$ cat src/rtl/lsu_mem_access.sv
// Load/store unit, MEM stage.
// Turns decoded store/load requests into single word-wide data-RAM bus
// transactions: byte strobes and lane replication for stores, lane
// extraction with sign/zero extension for loads. The pipeline is held
// while the access is outstanding. Misaligned accesses and bus timeouts
// finish with a one-cycle done pulse plus an error flag.
module lsu_mem_access #(
    parameter int TIMEOUT = 16  // REQ cycles without bus_ack before abort; 0 disables
) (
    input  logic        clk,
    input  logic        rst_n,
    input  logic        stage_valid,
    input  logic [1:0]  write_ram_flag,
    input  logic [2:0]  load_ram_flag,
    input  logic [31:0] addr,
    input  logic [31:0] store_data,
    output logic        mem_stall,
    output logic        done,
    output logic [31:0] load_data,
    output logic        misalign_err,
    output logic        bus_err,
    output logic        bus_req,
    output logic        bus_we,
    output logic [31:0] bus_addr,
    output logic [3:0]  bus_wstrb,
    output logic [31:0] bus_wdata,
    input  logic        bus_ack,
    input  logic [31:0] bus_rdata
);

    localparam logic [1:0] S_IDLE = 2'd0;
    localparam logic [1:0] S_REQ  = 2'd1;
    localparam logic [1:0] S_DONE = 2'd2;
    localparam logic [1:0] S_ERR  = 2'd3;

    // Access size encoding shared by stores and loads.
    localparam logic [1:0] SZ_B = 2'd0;
    localparam logic [1:0] SZ_H = 2'd1;
    localparam logic [1:0] SZ_W = 2'd2;

    localparam int             CW       = (TIMEOUT > 2) ? $clog2(TIMEOUT) : 1;
    localparam bit             TMO_EN   = (TIMEOUT > 0);
    localparam logic [CW-1:0]  TMO_LAST = TMO_EN ? CW'(TIMEOUT - 1) : '0;

    logic [1:0]    state;
    logic [31:0]   cap_addr;
    logic [31:0]   cap_sd;
    logic          cap_we;
    logic [1:0]    cap_size;
    logic          cap_signed;
    logic          err_mis;
    logic [CW-1:0] tmo_cnt;

    logic          is_store;
    logic          is_load;
    logic [1:0]    in_size;
    logic          in_signed;
    logic          misaligned;
    logic          start;
    logic          timeout_hit;
    logic [3:0]    st_strb;
    logic [31:0]   st_wdata;
    logic [31:0]   rd_shift;
    logic [31:0]   ld_ext;

    // Decode the incoming flags; a store takes priority over a load.
    always_comb begin
        // NOTE: every always_comb output gets a default first so no path leaves it unassigned (no latch).
        is_store  = (write_ram_flag != 2'b00);
        is_load   = 1'b0;
        in_size   = SZ_W;
        in_signed = 1'b0;
        if (is_store) begin
            case (write_ram_flag)
                2'b10:   in_size = SZ_H;
                2'b11:   in_size = SZ_B;
                default: in_size = SZ_W;
            endcase
        end else begin
            case (load_ram_flag)
                3'b001: begin is_load = 1'b1; in_size = SZ_W; end
                3'b110: begin is_load = 1'b1; in_size = SZ_H; in_signed = 1'b1; end
                3'b010: begin is_load = 1'b1; in_size = SZ_H; end
                3'b111: begin is_load = 1'b1; in_size = SZ_B; in_signed = 1'b1; end
                3'b011: begin is_load = 1'b1; in_size = SZ_B; end
                default: is_load = 1'b0;
            endcase
        end
        misaligned = ((in_size == SZ_W) && (addr[1:0] != 2'b00)) ||
                     ((in_size == SZ_H) && addr[0]);
    end

    assign start       = (state == S_IDLE) && stage_valid && (is_store || is_load);
    assign timeout_hit = TMO_EN && (tmo_cnt == TMO_LAST);

    // FSM, capture registers, timeout counter and the load result register.
    always_ff @(posedge clk or negedge rst_n) begin
        // NOTE: capture registers are reset too, so the bus outputs and load_data read 0 out of reset.
        if (!rst_n) begin
            state      <= S_IDLE;
            cap_addr   <= '0;
            cap_sd     <= '0;
            cap_we     <= 1'b0;
            cap_size   <= SZ_B;
            cap_signed <= 1'b0;
            err_mis    <= 1'b0;
            tmo_cnt    <= '0;
            load_data  <= '0;
        end else begin
            // NOTE: sequential state uses non-blocking assignments so all registers update together.
            case (state)
                S_IDLE: begin
                    if (start) begin
                        cap_addr   <= addr;
                        cap_sd     <= store_data;
                        cap_we     <= is_store;
                        cap_size   <= in_size;
                        cap_signed <= in_signed;
                        err_mis    <= misaligned;
                        tmo_cnt    <= '0;
                        state      <= misaligned ? S_ERR : S_REQ;
                    end
                end
                S_REQ: begin
                    if (bus_ack) begin
                        if (!cap_we) begin
                            load_data <= ld_ext;
                        end
                        state <= S_DONE;
                    end else if (timeout_hit) begin
                        err_mis <= 1'b0;
                        state   <= S_ERR;
                    end else begin
                        tmo_cnt <= tmo_cnt + 1'b1;
                    end
                end
                default: state <= S_IDLE;  // DONE and ERR last one cycle
            endcase
        end
    end

    // Store lane replication and byte strobes from the captured op.
    always_comb begin
        st_strb  = 4'b0000;
        st_wdata = cap_sd;
        case (cap_size)
            SZ_B: begin
                st_strb  = 4'b0001 << cap_addr[1:0];
                st_wdata = {4{cap_sd[7:0]}};
            end
            SZ_H: begin
                st_strb  = cap_addr[1] ? 4'b1100 : 4'b0011;
                st_wdata = {2{cap_sd[15:0]}};
            end
            default: begin
                st_strb  = 4'b1111;
                st_wdata = cap_sd;
            end
        endcase
    end

    // Load lane extraction with sign or zero extension.
    always_comb begin
        rd_shift = bus_rdata >> {cap_addr[1:0], 3'b000};
        ld_ext   = bus_rdata;
        case (cap_size)
            SZ_B:    ld_ext = {{24{cap_signed & rd_shift[7]}}, rd_shift[7:0]};
            SZ_H:    ld_ext = {{16{cap_signed & rd_shift[15]}}, rd_shift[15:0]};
            default: ld_ext = bus_rdata;
        endcase
    end

    assign mem_stall    = start || (state == S_REQ);
    assign bus_req      = (state == S_REQ);
    assign bus_we       = bus_req && cap_we;
    assign bus_addr     = {cap_addr[31:2], 2'b00};
    assign bus_wstrb    = bus_we ? st_strb  : 4'b0000;
    assign bus_wdata    = bus_we ? st_wdata : 32'h0;
    assign done         = (state == S_DONE) || (state == S_ERR);
    assign misalign_err = (state == S_ERR) && err_mis;
    assign bus_err      = (state == S_ERR) && !err_mis;

endmodule

$ cat config.mk
export PLATFORM = sky130hd
export DESIGN_NAME = lsu_mem_access
export DESIGN_NICKNAME = d
export VERILOG_FILES = /design/src/rtl/lsu_mem_access.sv
export SDC_FILE = /design/constraint.sdc
export NUM_CORES = 1
export LEC_CHECK = 0
export BUFFER_PORTS_ARGS = -buffer_cell sky130_fd_sc_hd__buf_4
export CAP_MARGIN = 40
export CORE_MARGIN = 2
export CORE_UTILIZATION = 53
export CTS_BUF_LIST = sky130_fd_sc_hd__clkbuf_16
export CTS_CLUSTER_SIZE = 25
export DETAILED_ROUTE_END_ITERATION = 10
export HOLD_SLACK_MARGIN = 0.06
export PLACE_DENSITY_LB_ADDON = 0.1
export REMOVE_ABC_BUFFERS = 1
export SETUP_SLACK_MARGIN = 0.4
export SLEW_MARGIN = 20
export SYNTH_ARGS = -nofsm -noshare
export SYNTH_HDL_FRONTEND = slang
export SYNTH_SLANG_ARGS = --single-unit
$ cat constraint.sdc
create_clock -name clk -period 6.95 [get_ports clk]
set_input_delay 2.085 -clock clk [delete_from_list [all_inputs] [get_ports clk]]
set_output_delay 2.085 -clock clk [all_outputs]
set_load 0.02 [all_outputs]
==> summary.txt, run 1 <==
Synth
  – Post-synthesis async set-or-reset flop share: 100%
  – Syn Area/Cell: 10.6 µm²
  – Post-Syn Area: 0.00557 mm²
  – Register area share after synthesis: 48.0%
  – Number of synthesized flops with an enable pin: 0
  – Unique cell type count in the Yosys netlist: 45
  – Synth Warn #: 0
  – Gate Count Post-Synth: 528
  – Flops & latches, synth: 107
  – Top FF cell, synth: dfrtp_1

CTS
  – Total clock buffers created by CTS: 9
  – Hold_buf cts: 0
  – H-Tree Depth: 3
  – CTS tree: yes
  – Clock transition at path regs: 70 ps
  – Setup Fix Bufs, Post-CTS: 0
  – CTS sink cnt: 107
  – Resized cells post-CTS: 0
  – Worst skew pair latency: 340 ps
  – Max Buffers Root-to-Sink: 2
  – CTS root buf: clkbuf_16

GRT
  – Initial antenna violation count: 0
  – Largest net degree at the start of global routing: 56
  – First-pass GRT wire length: 22.6 mm
  – Vias in the first global route: 4584
  – GRT overflow: 0
  – Tot GR Track Use: 25.4%

STA
  – RSZ-0062 raised after global routing: no
  – Final clock skew: 5.69 ps
  – Final hold violation count: 0
  – Worst-Margin Slew: 753 ps
  – FMAX: 198 MHz
  – Tmin final: 5050 ps
  – Setup violators final: 0
  – Slew HR: 49.6%
  – Final worst-path cycle share: 72.6%
  – Slew Limit Fails: 0
  – Setup total negative slack: 0 ps

Power and ir drop
  – PD cells: 474 mW/mm²
  – Final Power: 0.00345 W
  – Max IR drop VDD: 282 µV
  – Pleak: 3.54 nW

Floorplanning
  – Core area: 0.0103 mm²
  – Initial core utilization: 54.2%
  – I/O pin count: 211
  – DIE AREA: 0.0114 mm²
  – Chip Height: 107 µm
  – DIE WIDTH: 107 µm
  – # rows: 37

Place
  – GP Congestion: 0.874
  – Post-DP HPWL: 10.4 mm
  – Cell area after placement: 0.00698 mm²
  – Port Buffers: 208
  – Placed insts: 812

Cells and area
  – Fillers: 800
  – Final instance area: 0.00728 mm²
  – Share of layout cells above drive strength 1: 44.7%
  – Core Util, Final: 70.9%
  – NumNets Final: 794
  – N_diodes: 0
  – Layout area overhead: 30.7%
  – Multi-input combinational cell area: 0.00243 mm²
  – Reg area: 0.00268 mm²
  – Layout Cells excl Fill: 829

Min path
  – Worst min-delay path category: reg2reg

Routing
  – Antenna-violating nets left: 0
  – Drt via density: 5.52
  – DR pass1 iterations: 5
  – Avg WL per Cell: 17.3 µm
  – DR iter-0 viols: 254
  – Vias: 4579
  – DR DRC count: 0
  – WL final: 14.3 mm

Critical path
  – Crit. End Element: output port
  – Worst EP required: 4870 ps
  – Startpoint Class: primary input
  – Crit Path Max Fanout: 5
  – Worst EP arrival: 2960 ps
  – Crit Path Category: in2out

Job
  – Maxcap violations: 0

Run status
  – Status: completed
through the flow:
| step | setup WS [ps] | hold slack, ps |
|---|---|---|
| 2_1_floorplan | 148 | 463 |
| 4_1_cts | 1900 | 497 |
| 3_5_place_dp | 1900 | 482 |
| 5_1_grt | 1870 | 510 |
| 6_report | 1900 | 492 |
| 3_3_place_gp | 1910 | 479 |
synth_stat cells (8+ instances only):
library cell  instances  area, µm²
nor2_1               37        139
buf_6                 9        101
mux2i_1              20        200
a21oi_1              31        155
nand3_1              35        175
o211ai_1              8       60.1
and3_1               10       62.6
mux2_2               72        811
buf_2                 9       45.0
dfrtp_1             107       2680
clkbuf_1             17       63.8
o2bb2ai_1             8       70.1
nand2_1              61        229
a22oi_1              15        113
buf_4                32        240
final timing paths:
path / start / endpoint / slack (ps) / cells past startpoint
min in group asynchronous: rst_n / load_data[20]$_DFFE_PN0P_ / 1780 / 1
hold reg to reg: load_data[1]$_DFFE_PN0P_ / load_data[1]$_DFFE_PN0P_ / 490 / 1
hold / removal: load_data[1]$_DFFE_PN0P_ / load_data[1]$_DFFE_PN0P_ / 490 / 1
max in group asynchronous: rst_n / cap_size[1]$_DFFE_PN0P_ / 3990 / 2
setup reg to reg: state[1]$_DFFE_PN0P_ / load_data[12]$_DFFE_PN0P_ / 4400 / 5
setup / recovery: write_ram_flag[1] / mem_stall / 1900 / 5
kinds of logic (layout without fill, tap and decap cells):
kind of cell    Yosys count  in the layout  synth area share (%)
compound gates           86             86                  10.8
xor+xnor                  1              1                 0.157
fa+ha+maj                 1              1                 0.224
buf+inv                  74            238                  8.55
flops                   107            107                  48.0
mux                      93             93                  18.5
other cells               1              2                0.0673
simple gates            165            165                  13.6
state kept, by name (all words and copies together) (netlist names):
signal	cells
cap_addr	32
cap_sd	32
cap_signed	1
cap_size	2
cap_we	1
err_mis	1
load_data	32
state	2
tmo_cnt	4
cell type report:
type / count / area share, %
multi-input cells: 348 / 33.3
clock buffers: 9 / 3.09
clock inverters: 7 / 0.842
flip-flops and latches: 107 / 36.8
inverters: 6 / 0.309
repair buffers: 216 / 23.3
well taps: 136 / 2.34
power by group:
part,internal (W),total (W),switching [W]
clock network,0.000275,0.000493,0.000218
registers,0.000925,0.00118,0.000257
logic,0.000840,0.00178,0.000940
total,0.00204,0.00345,0.00141
cells in the final DEF, fill, tap and decap left out, drive strengths merged, types with 9 or more instances in the layout:
master  instances
buf           216
clkbuf          9
mux2           72
nand2          61
a21oi          31
nand3          35
nor2           38
mux2i          20
a22oi          15
dfrtp         107
and3           10
worst max-delay path: stages:
cell,delay (ps)
buf_4,130
or2_4,260
o311ai_4,230
nand2_1,90
buf_4,170
metal layers:
| metal | up-vias | track usage [%] | share of wire, % |
|---|---|---|---|
| li1 | 2132 | - | - |
| met5 | - | 0 | 0 |
| met3 | 25 | 6.74 | 8.8 |
| met2 | 218 | 42.6 | 49 |
| met4 | 0 | 10.1 | 2.3 |
| met1 | 2204 | 31.4 | 40 |
No activity file was read; power rests on OpenSTA's default activity.
==> inputs of run 2 (changes only) <==
--- a/config.mk
+++ b/config.mk
@@ -5,10 +5,11 @@
 export SDC_FILE = /design/constraint.sdc
 export NUM_CORES = 1
 export LEC_CHECK = 0
+export ABC_AREA = 1
 export BUFFER_PORTS_ARGS = -buffer_cell sky130_fd_sc_hd__buf_4
 export CAP_MARGIN = 40
 export CORE_MARGIN = 2
-export CORE_UTILIZATION = 53
+export CORE_UTILIZATION = 50
 export CTS_BUF_LIST = sky130_fd_sc_hd__clkbuf_16
 export CTS_CLUSTER_SIZE = 25
 export DETAILED_ROUTE_END_ITERATION = 10
==> constraint.sdc (replaced) <==
create_clock -name clk -period 5.1 [get_ports clk]
set_input_delay 1.53 -clock clk [delete_from_list [all_inputs] [get_ports clk]]
set_output_delay 1.53 -clock clk [all_outputs]
set_load 0.02 [all_outputs]
==> run 2 against run 1 <==
Net effect: routed wire length is 12% higher; core utilization is 3.9 points lower; clock-buffer cell count stayed put; sequential cell count stayed put; critical endpoint is now bus_wstrb[3]; sequential power is 31% higher; synthesized cell count is 45% higher; global-route usage is 1.4 points higher; clock skew is 3.1 ps higher; die area is 6.3% higher; area after synthesis is 0.54% higher; clock power is 41% higher.
==> summary.txt, run 2 <==
Power and ir drop
  – PD cells: 642 mW/mm² (+35%)
  – Max IR drop VDD: 354 µV (+25%)
  – Pleak: 4.02 nW (+14%)

CTS
  – H-Tree Depth: 3 (unchanged)
  – Resized cells post-CTS: 0 (unchanged)
  – CTS root buf: clkbuf_16
  – Worst skew pair latency: 350 ps (about the same)
  – CTS sink cnt: 107 (unchanged)
  – Max Buffers Root-to-Sink: 2 (unchanged)
  – Total clock buffers created by CTS: 9 (unchanged)
  – Clock transition at path regs: 70 ps (about the same)
  – CTS tree: yes
  – Setup Fix Bufs, Post-CTS: 0 (unchanged)
  – Hold_buf cts: 0 (unchanged)

STA
  – Worst hold slack: 483 ps (-9.62 ps)
  – Slew HR: 56.5% (+6.9 points)
  – Setup violators final: 0 (unchanged)
  – Setup total negative slack: 0 ps (unchanged)
  – RSZ-0062 raised after global routing: no
  – Final clock skew: 8.80 ps (+3.10 ps)
  – Final worst-path cycle share: 82.2%
  – Tmin final: 4190 ps
  – Worst-Margin Slew: 653 ps (-99.5 ps)
  – FMAX: 239 MHz
  – Slew Limit Fails: 0 (unchanged)
  – Final hold violation count: 0 (unchanged)

Synth
  – Most frequent cells after synthesis: nand2_1 (296), dfrtp_1 (107), nor2_1 (77)
  – Top FF cell, synth: dfrtp_1
  – Gate Count Post-Synth: 764 (+45%)
  – Number of synthesized flops with an enable pin: 0 (unchanged)
  – Yosys top cell by area: dfrtp_1
  – Syn Area/Cell: 7.33 µm² (-31%)
  – Post-synthesis async set-or-reset flop share: 100% (unchanged)
  – Post-synth top area share: 47.8% (-0.26 points)
  – Count leader, synth: nand2_1
  – Post-Syn Area: 0.00560 mm² (+0.54%)
  – Flops & latches, synth: 107 (unchanged)
  – Unique cell type count in the Yosys netlist: 29 (-36%)
  – Synth Warn #: 0 (unchanged)
  – Top cells by area, synth: dfrtp_1 (48%), nand2_1 (20%), nor2_1 (5.2%)
  – Register area share after synthesis: 47.8% (-0.26 points)

Cells and area
  – Biggest regs: cap_addr x32, cap_sd x32, load_data x32
  – Share of layout cells above drive strength 1: 28.7% (-16 points)
  – Multi-input combinational cell area: 0.00234 mm² (-3.8%)
  – Layout Cells excl Fill: 1067 (+29%)
  – NumNets Final: 1028 (+29%)
  – Final instance area: 0.00729 mm² (+0.14%)
  – N_diodes: 0 (unchanged)
  – Reg area: 0.00268 mm² (about the same)
  – Fillers: 956 (+20%)
  – Most common cell after layout, fill and taps aside: nand2_1
  – Most frequent cells in the layout: nand2_1 (295), buf_4 (213), dfrtp_1 (107)
  – Layout area overhead: 30.2%

Floorplanning
  – Initial core utilization: 51.5% (-2.8 points)
  – Chip Height: 110 µm (+3.1%)
  – DIE AREA: 0.0121 mm² (+6.3%)
  – Core area: 0.0109 mm² (+5.9%)
  – # rows: 38 (+2.7%)
  – I/O pin count: 211 (unchanged)
  – DIE WIDTH: 110 µm (+3.1%)

Routing
  – DR iter-0 viols: 348 (+37%)
  – Avg WL per Cell: 15.0 µm (-13%)
  – Antenna-violating nets left: 0 (unchanged)
  – DR pass1 iterations: 4 (-1)
  – Drt via density: 5.13 (-7.0%)
  – DR DRC count: 0 (unchanged)
  – Vias: 5479 (+20%)
  – WL final: 16.0 mm (+12%)

GRT
  – Initial antenna violation count: 0 (unchanged)
  – First-pass GRT wire length: 25.1 mm (+11%)
  – Tot GR Track Use: 26.8% (+1.4 points)
  – GRT overflow: 0 (unchanged)
  – Largest net degree at the start of global routing: 66 (+18%)
  – Vias in the first global route: 5150 (+12%)

Place
  – Port Buffers: 208 (unchanged)
  – Placed insts: 1051 (+29%)
  – Cell area after placement: 0.00700 mm² (+0.27%)
  – GP Congestion: 0.935 (+6.9%)
  – Post-DP HPWL: 11.6 mm (+11%)

Run status
  – Status: completed

Critical path
  – Startpoint Class: flop
  – Slowest cell on the critical path: inv_2
  – Worst EP required: 3570 ps (-1300 ps)
  – Crit. End Element: output port
  – CP delay by family, top: buffers and inverters
  – Crit Path Max Fanout: 35 (+30)
  – Crit Path Category: reg2out
  – CP max stage delay: 480 ps (+220 ps)
  – Most frequent CP cell: buf_4
  – Worst EP arrival: 2660 ps (-300 ps)
  – WP buf/inv: 4 (+2)
  – Crit-path cells: buf_4, inv_2, nand2_1, inv_1, a21oi_1, buf_4

Job
  – Maxcap violations: 0 (unchanged)

Min path
  – Worst min-delay path category: reg2reg
[run 2: kinds of logic after synthesis]
| group | Yosys count | share of synthesized area [%] |
|---|---|---|
| adder cells (fa/ha/maj) | 1 | 0.223 |
| flip-flops | 107 | 47.8 |
| buffers and inverters | 115 | 10.6 |
| other | 1 | 0.0669 |
| XOR/XNOR | 1 | 0.156 |
| AO/OA/AOI/OAI | 78 | 7.32 |
| AND/OR/NAND/NOR | 461 | 33.8 |
[run 2: final cells by class]
cell class | instances | area share [%]
inverters | 46 | 2.37
multi-input cells | 543 | 32.0
flip-flops and latches | 107 | 36.7
clock inverters | 7 | 0.926
repair buffers | 215 | 22.5
clock buffers | 9 | 3.09
well taps | 140 | 2.40
[run 2: metal layers]
layer	vias up	track usage (%)	wire length [µm]
met5	-	0	0
met4	0	9.40	274
met3	20	5.10	1230
met2	240	42.2	7620
met1	2556	37.1	6900
li1	2663	-	-
[run 2: worst min-delay path, delay by kind of cell (launching register included)]
family / cells / cell delay, ps
simple gates: 2 / 110
flops: 1 / 340
[run 2: where the power goes]
| part | internal (W) | switching [W] |
|---|---|---|
| sequential | 0.00126 | 0.000289 |
| clock | 0.000379 | 0.000317 |
| combinational | 0.000924 | 0.00151 |
| total | 0.00256 | 0.00212 |
[run 2: through the flow]
stage	total power [W]	setup slack [ps]	util, %
final	0.00468	910	67.0
after global routing	0.00503	787	67.0
after CTS	0.00470	967	67.0
after detailed placement	0.00400	1340	64.3
after global placement	0.00394	1380	63.9
after floorplan	0.00296	427	-
[run 2: path summary, 6_finish.rpt]
kind | from | end | slack, ps | cells after the start
max | cap_size[1]$_DFFE_PN0P_ | bus_wstrb[3] | 910 | 6
min | cap_addr[14]$_DFFE_PN0P_ | cap_addr[14]$_DFFE_PN0P_ | 480 | 2
max reg2reg | cap_size[1]$_DFFE_PN0P_ | load_data[14]$_DFFE_PN0P_ | 2650 | 8
min reg2reg | cap_addr[14]$_DFFE_PN0P_ | cap_addr[14]$_DFFE_PN0P_ | 480 | 2
max in group asynchronous | rst_n | load_data[19]$_DFFE_PN0P_ | 3290 | 2
min in group asynchronous | rst_n | load_data[4]$_DFFE_PN0P_ | 1140 | 1
==> inputs of run 3 (changes only) <==
--- a/config.mk
+++ b/config.mk
@@ -5,11 +5,11 @@
 export SDC_FILE = /design/constraint.sdc
 export NUM_CORES = 1
 export LEC_CHECK = 0
-export ABC_AREA = 1
+export ABC_AREA = 0
 export BUFFER_PORTS_ARGS = -buffer_cell sky130_fd_sc_hd__buf_4
 export CAP_MARGIN = 40
 export CORE_MARGIN = 2
-export CORE_UTILIZATION = 50
+export CORE_UTILIZATION = 45
 export CTS_BUF_LIST = sky130_fd_sc_hd__clkbuf_16
 export CTS_CLUSTER_SIZE = 25
 export DETAILED_ROUTE_END_ITERATION = 10
==> constraint.sdc (replaced) <==
create_clock -name clk -period 3.6 [get_ports clk]
set_input_delay 1.08 -clock clk [delete_from_list [all_inputs] [get_ports clk]]
set_output_delay 1.08 -clock clk [all_outputs]
set_load 0.02 [all_outputs]
==> run 3 against run 2 <==
Net effect: routed wire length fell by 8.4%; sequential cell count is the same; clock power increased by 38%; first-iteration DRC count up 2.0%; setup slack got worse by 350 ps; global-route usage is 4.7 points lower; non-clock buffer count up 4; largest cell class unchanged.
==> summary.txt, run 3 (synthesis gave the netlist of run 1 again) <==
Run status
  – Status: completed

Cells and area
  – Final instance area: 0.00731 mm² (+0.22%)
  – Layout area overhead: 31.2%
  – Biggest regs: cap_addr x32, cap_sd x32, load_data x32
  – Most common cell after layout, fill and taps aside: buf_4
  – Layout Cells excl Fill: 864 (-19%)
  – NumNets Final: 797 (-22%)
  – Share of layout cells above drive strength 1: 45.0% (+16 points)
  – N_diodes: 0 (unchanged)
  – Most frequent cells in the layout: buf_4 (216), dfrtp_1 (106), mux2_2 (72)
  – Core Util, Final: 60.6% (-6.4 points)

GRT
  – Largest net degree at the start of global routing: 67 (+1.5%)
  – GRT overflow: 0 (unchanged)
  – Tot GR Track Use: 22.1% (-4.7 points)
  – Vias in the first global route: 4568 (-11%)
  – First-pass GRT wire length: 23.0 mm (-8.4%)
  – Initial antenna violation count: 0 (unchanged)

STA
  – Slew Limit Fails: 0 (unchanged)
  – RSZ-0062 raised after global routing: no
  – Tmin final: 3040 ps
  – Final clock skew: 6.60 ps (-2.19 ps)
  – Slack of the critical path: 560 ps (-350 ps)
  – FMAX: 329 MHz
  – Setup violators final: 0 (unchanged)
  – Final worst-path cycle share: 84.4%
  – Final hold violation count: 0 (unchanged)
  – Worst-Margin Slew: 782 ps (+129 ps)
  – Slew HR: 47.6% (-8.8 points)

Routing
  – DR iter-0 viols: 355 (+2.0%)
  – Avg WL per Cell: 17.0 µm (+13%)
  – DR DRC count: 0 (unchanged)
  – DR pass1 iterations: 4 (unchanged)
  – WL final: 14.7 mm (-8.4%)
  – Vias: 4556 (-17%)
  – Drt via density: 5.27 (+2.7%)
  – Antenna-violating nets left: 0 (unchanged)

Place
  – GP Congestion: 0.858 (-8.2%)
  – Pre-CTS setup slack: 546 ps (-790 ps)
  – Cell area after placement: 0.00701 mm² (+0.13%)
  – Placed insts: 847 (-19%)
  – Port Buffers: 208 (unchanged)
  – Post-DP HPWL: 10.5 mm (-9.1%)

Floorplanning
  – # rows: 40 (+5.3%)
  – Initial core utilization: 46.2% (-5.3 points)
  – DIE WIDTH: 115 µm (+4.9%)
  – I/O pin count: 211 (unchanged)
  – Core area: 0.0121 mm² (+11%)
  – Chip Height: 115 µm (+4.9%)
  – DIE AREA: 0.0133 mm² (+10%)

CTS
  – H-Tree Depth: 3 (unchanged)
  – Total clock buffers created by CTS: 9 (unchanged)
  – Max Buffers Root-to-Sink: 2 (unchanged)
  – CTS tree: yes
  – CTS sink cnt: 107 (unchanged)
  – Hold_buf cts: 0 (unchanged)
  – Clock transition at path regs: 60 ps (about the same)
  – Setup Fix Bufs, Post-CTS: 0 (unchanged)
  – Worst skew pair latency: 350 ps (about the same)
  – CTS root buf: clkbuf_16
  – Resized cells post-CTS: 0 (unchanged)

Critical path
  – Crit. End Element: output port
  – Worst EP required: 2520 ps (-1050 ps)
  – Crit Path Max Fanout: 5 (-86%)
  – Crit-path cells: buf_4, or2_4, o311ai_4, nand2_1, buf_4
  – Most frequent CP cell: buf_4
  – Startpoint Class: primary input
  – Slowest cell on the critical path: or2_4
  – Worst EP arrival: 1960 ps (-700 ps)
  – Crit Path Category: in2out
  – R2r setup slk: 1120 ps (-1530 ps)
  – CP max stage delay: 260 ps (-220 ps)

Power and ir drop
  – Pleak: 3.54 nW (-12%)
  – PD cells: 908 mW/mm² (+41%)
  – Max IR drop VDD: 455 µV (+29%)

Min path
  – Worst min-delay path category: reg2reg

Job
  – Maxcap violations: 0 (unchanged)
-- run 3: changes by cell type in the layout (fill, tap and decap cells not counted), sizes merged, moves of 20 or more --
cell / change
mux2: +72
nand2: -238
inv: -41
mux2i: +20
nor2: -44
nand3: -20
-- run 3: path summary, 6_finish.rpt --
path | end | start | depth (start not counted)
setup / recovery | mem_stall | write_ram_flag[1] | 5
hold reg to reg | load_data[0]$_DFFE_PN0P_ | load_data[0]$_DFFE_PN0P_ | 1
min in group asynchronous | load_data[24]$_DFFE_PN0P_ | rst_n | 1
hold / removal | load_data[0]$_DFFE_PN0P_ | load_data[0]$_DFFE_PN0P_ | 1
setup reg to reg | load_data[9]$_DFFE_PN0P_ | state[1]$_DFFE_PN0P_ | 6
max in group asynchronous | cap_size[1]$_DFFE_PN0P_ | rst_n | 2
-- run 3: report_power, final --
| group | leakage, nW | internal (W) | total (W) | switching (W) |
|---|---|---|---|---|
| Combinational | 2.10 | 0.00159 | 0.00347 | 0.00188 |
| Sequential | 1.30 | 0.00179 | 0.00220 | 0.000413 |
| Clock | 0.145 | 0.000531 | 0.000962 | 0.000431 |
| Total | 3.54 | 0.00391 | 0.00664 | 0.00273 |
-- run 3: area by class of cell --
| type | instances | area [µm²] |
|---|---|---|
| clock inverter | 7 | 60.1 |
| timing repair buffer | 219 | 1680 |
| fill | 1058 | 4750 |
| inverter | 6 | 22.5 |
| sequential | 107 | 2680 |
| tap | 168 | 210 |
| clock buffer | 9 | 225 |
| multi-input combinational | 348 | 2430 |
-- run 3: worst max-delay path: cells and delay by family --
family	cells	cell delay (ps)
AOI/OAI and AO/OA	1	230
buffers and inverters	2	300
and+or+nand+nor	2	350
-- run 3: per-stage QoR --
step	hold WS, ps	power, W	setup TNS, ps
floorplan	463	0.00425	-13170
global placement	473	0.00560	0
detailed placement	485	0.00570	0
CTS	500	0.00667	0
global route	517	0.00706	0
finish	491	0.00664	0
-- run 3: per-layer routing --
metal  routed length [µm]  global-route usage [%]  up-vias  part of all wire, %
li1                     -                       -     2134                    -
met1                 6120                    28.4     2227                   42
met2                 7050                    35.8      175                   48
met3                 1200                    6.38       20                  8.2
met4                  306                    8.03        0                  2.1
met5                    0                       0        -                    0
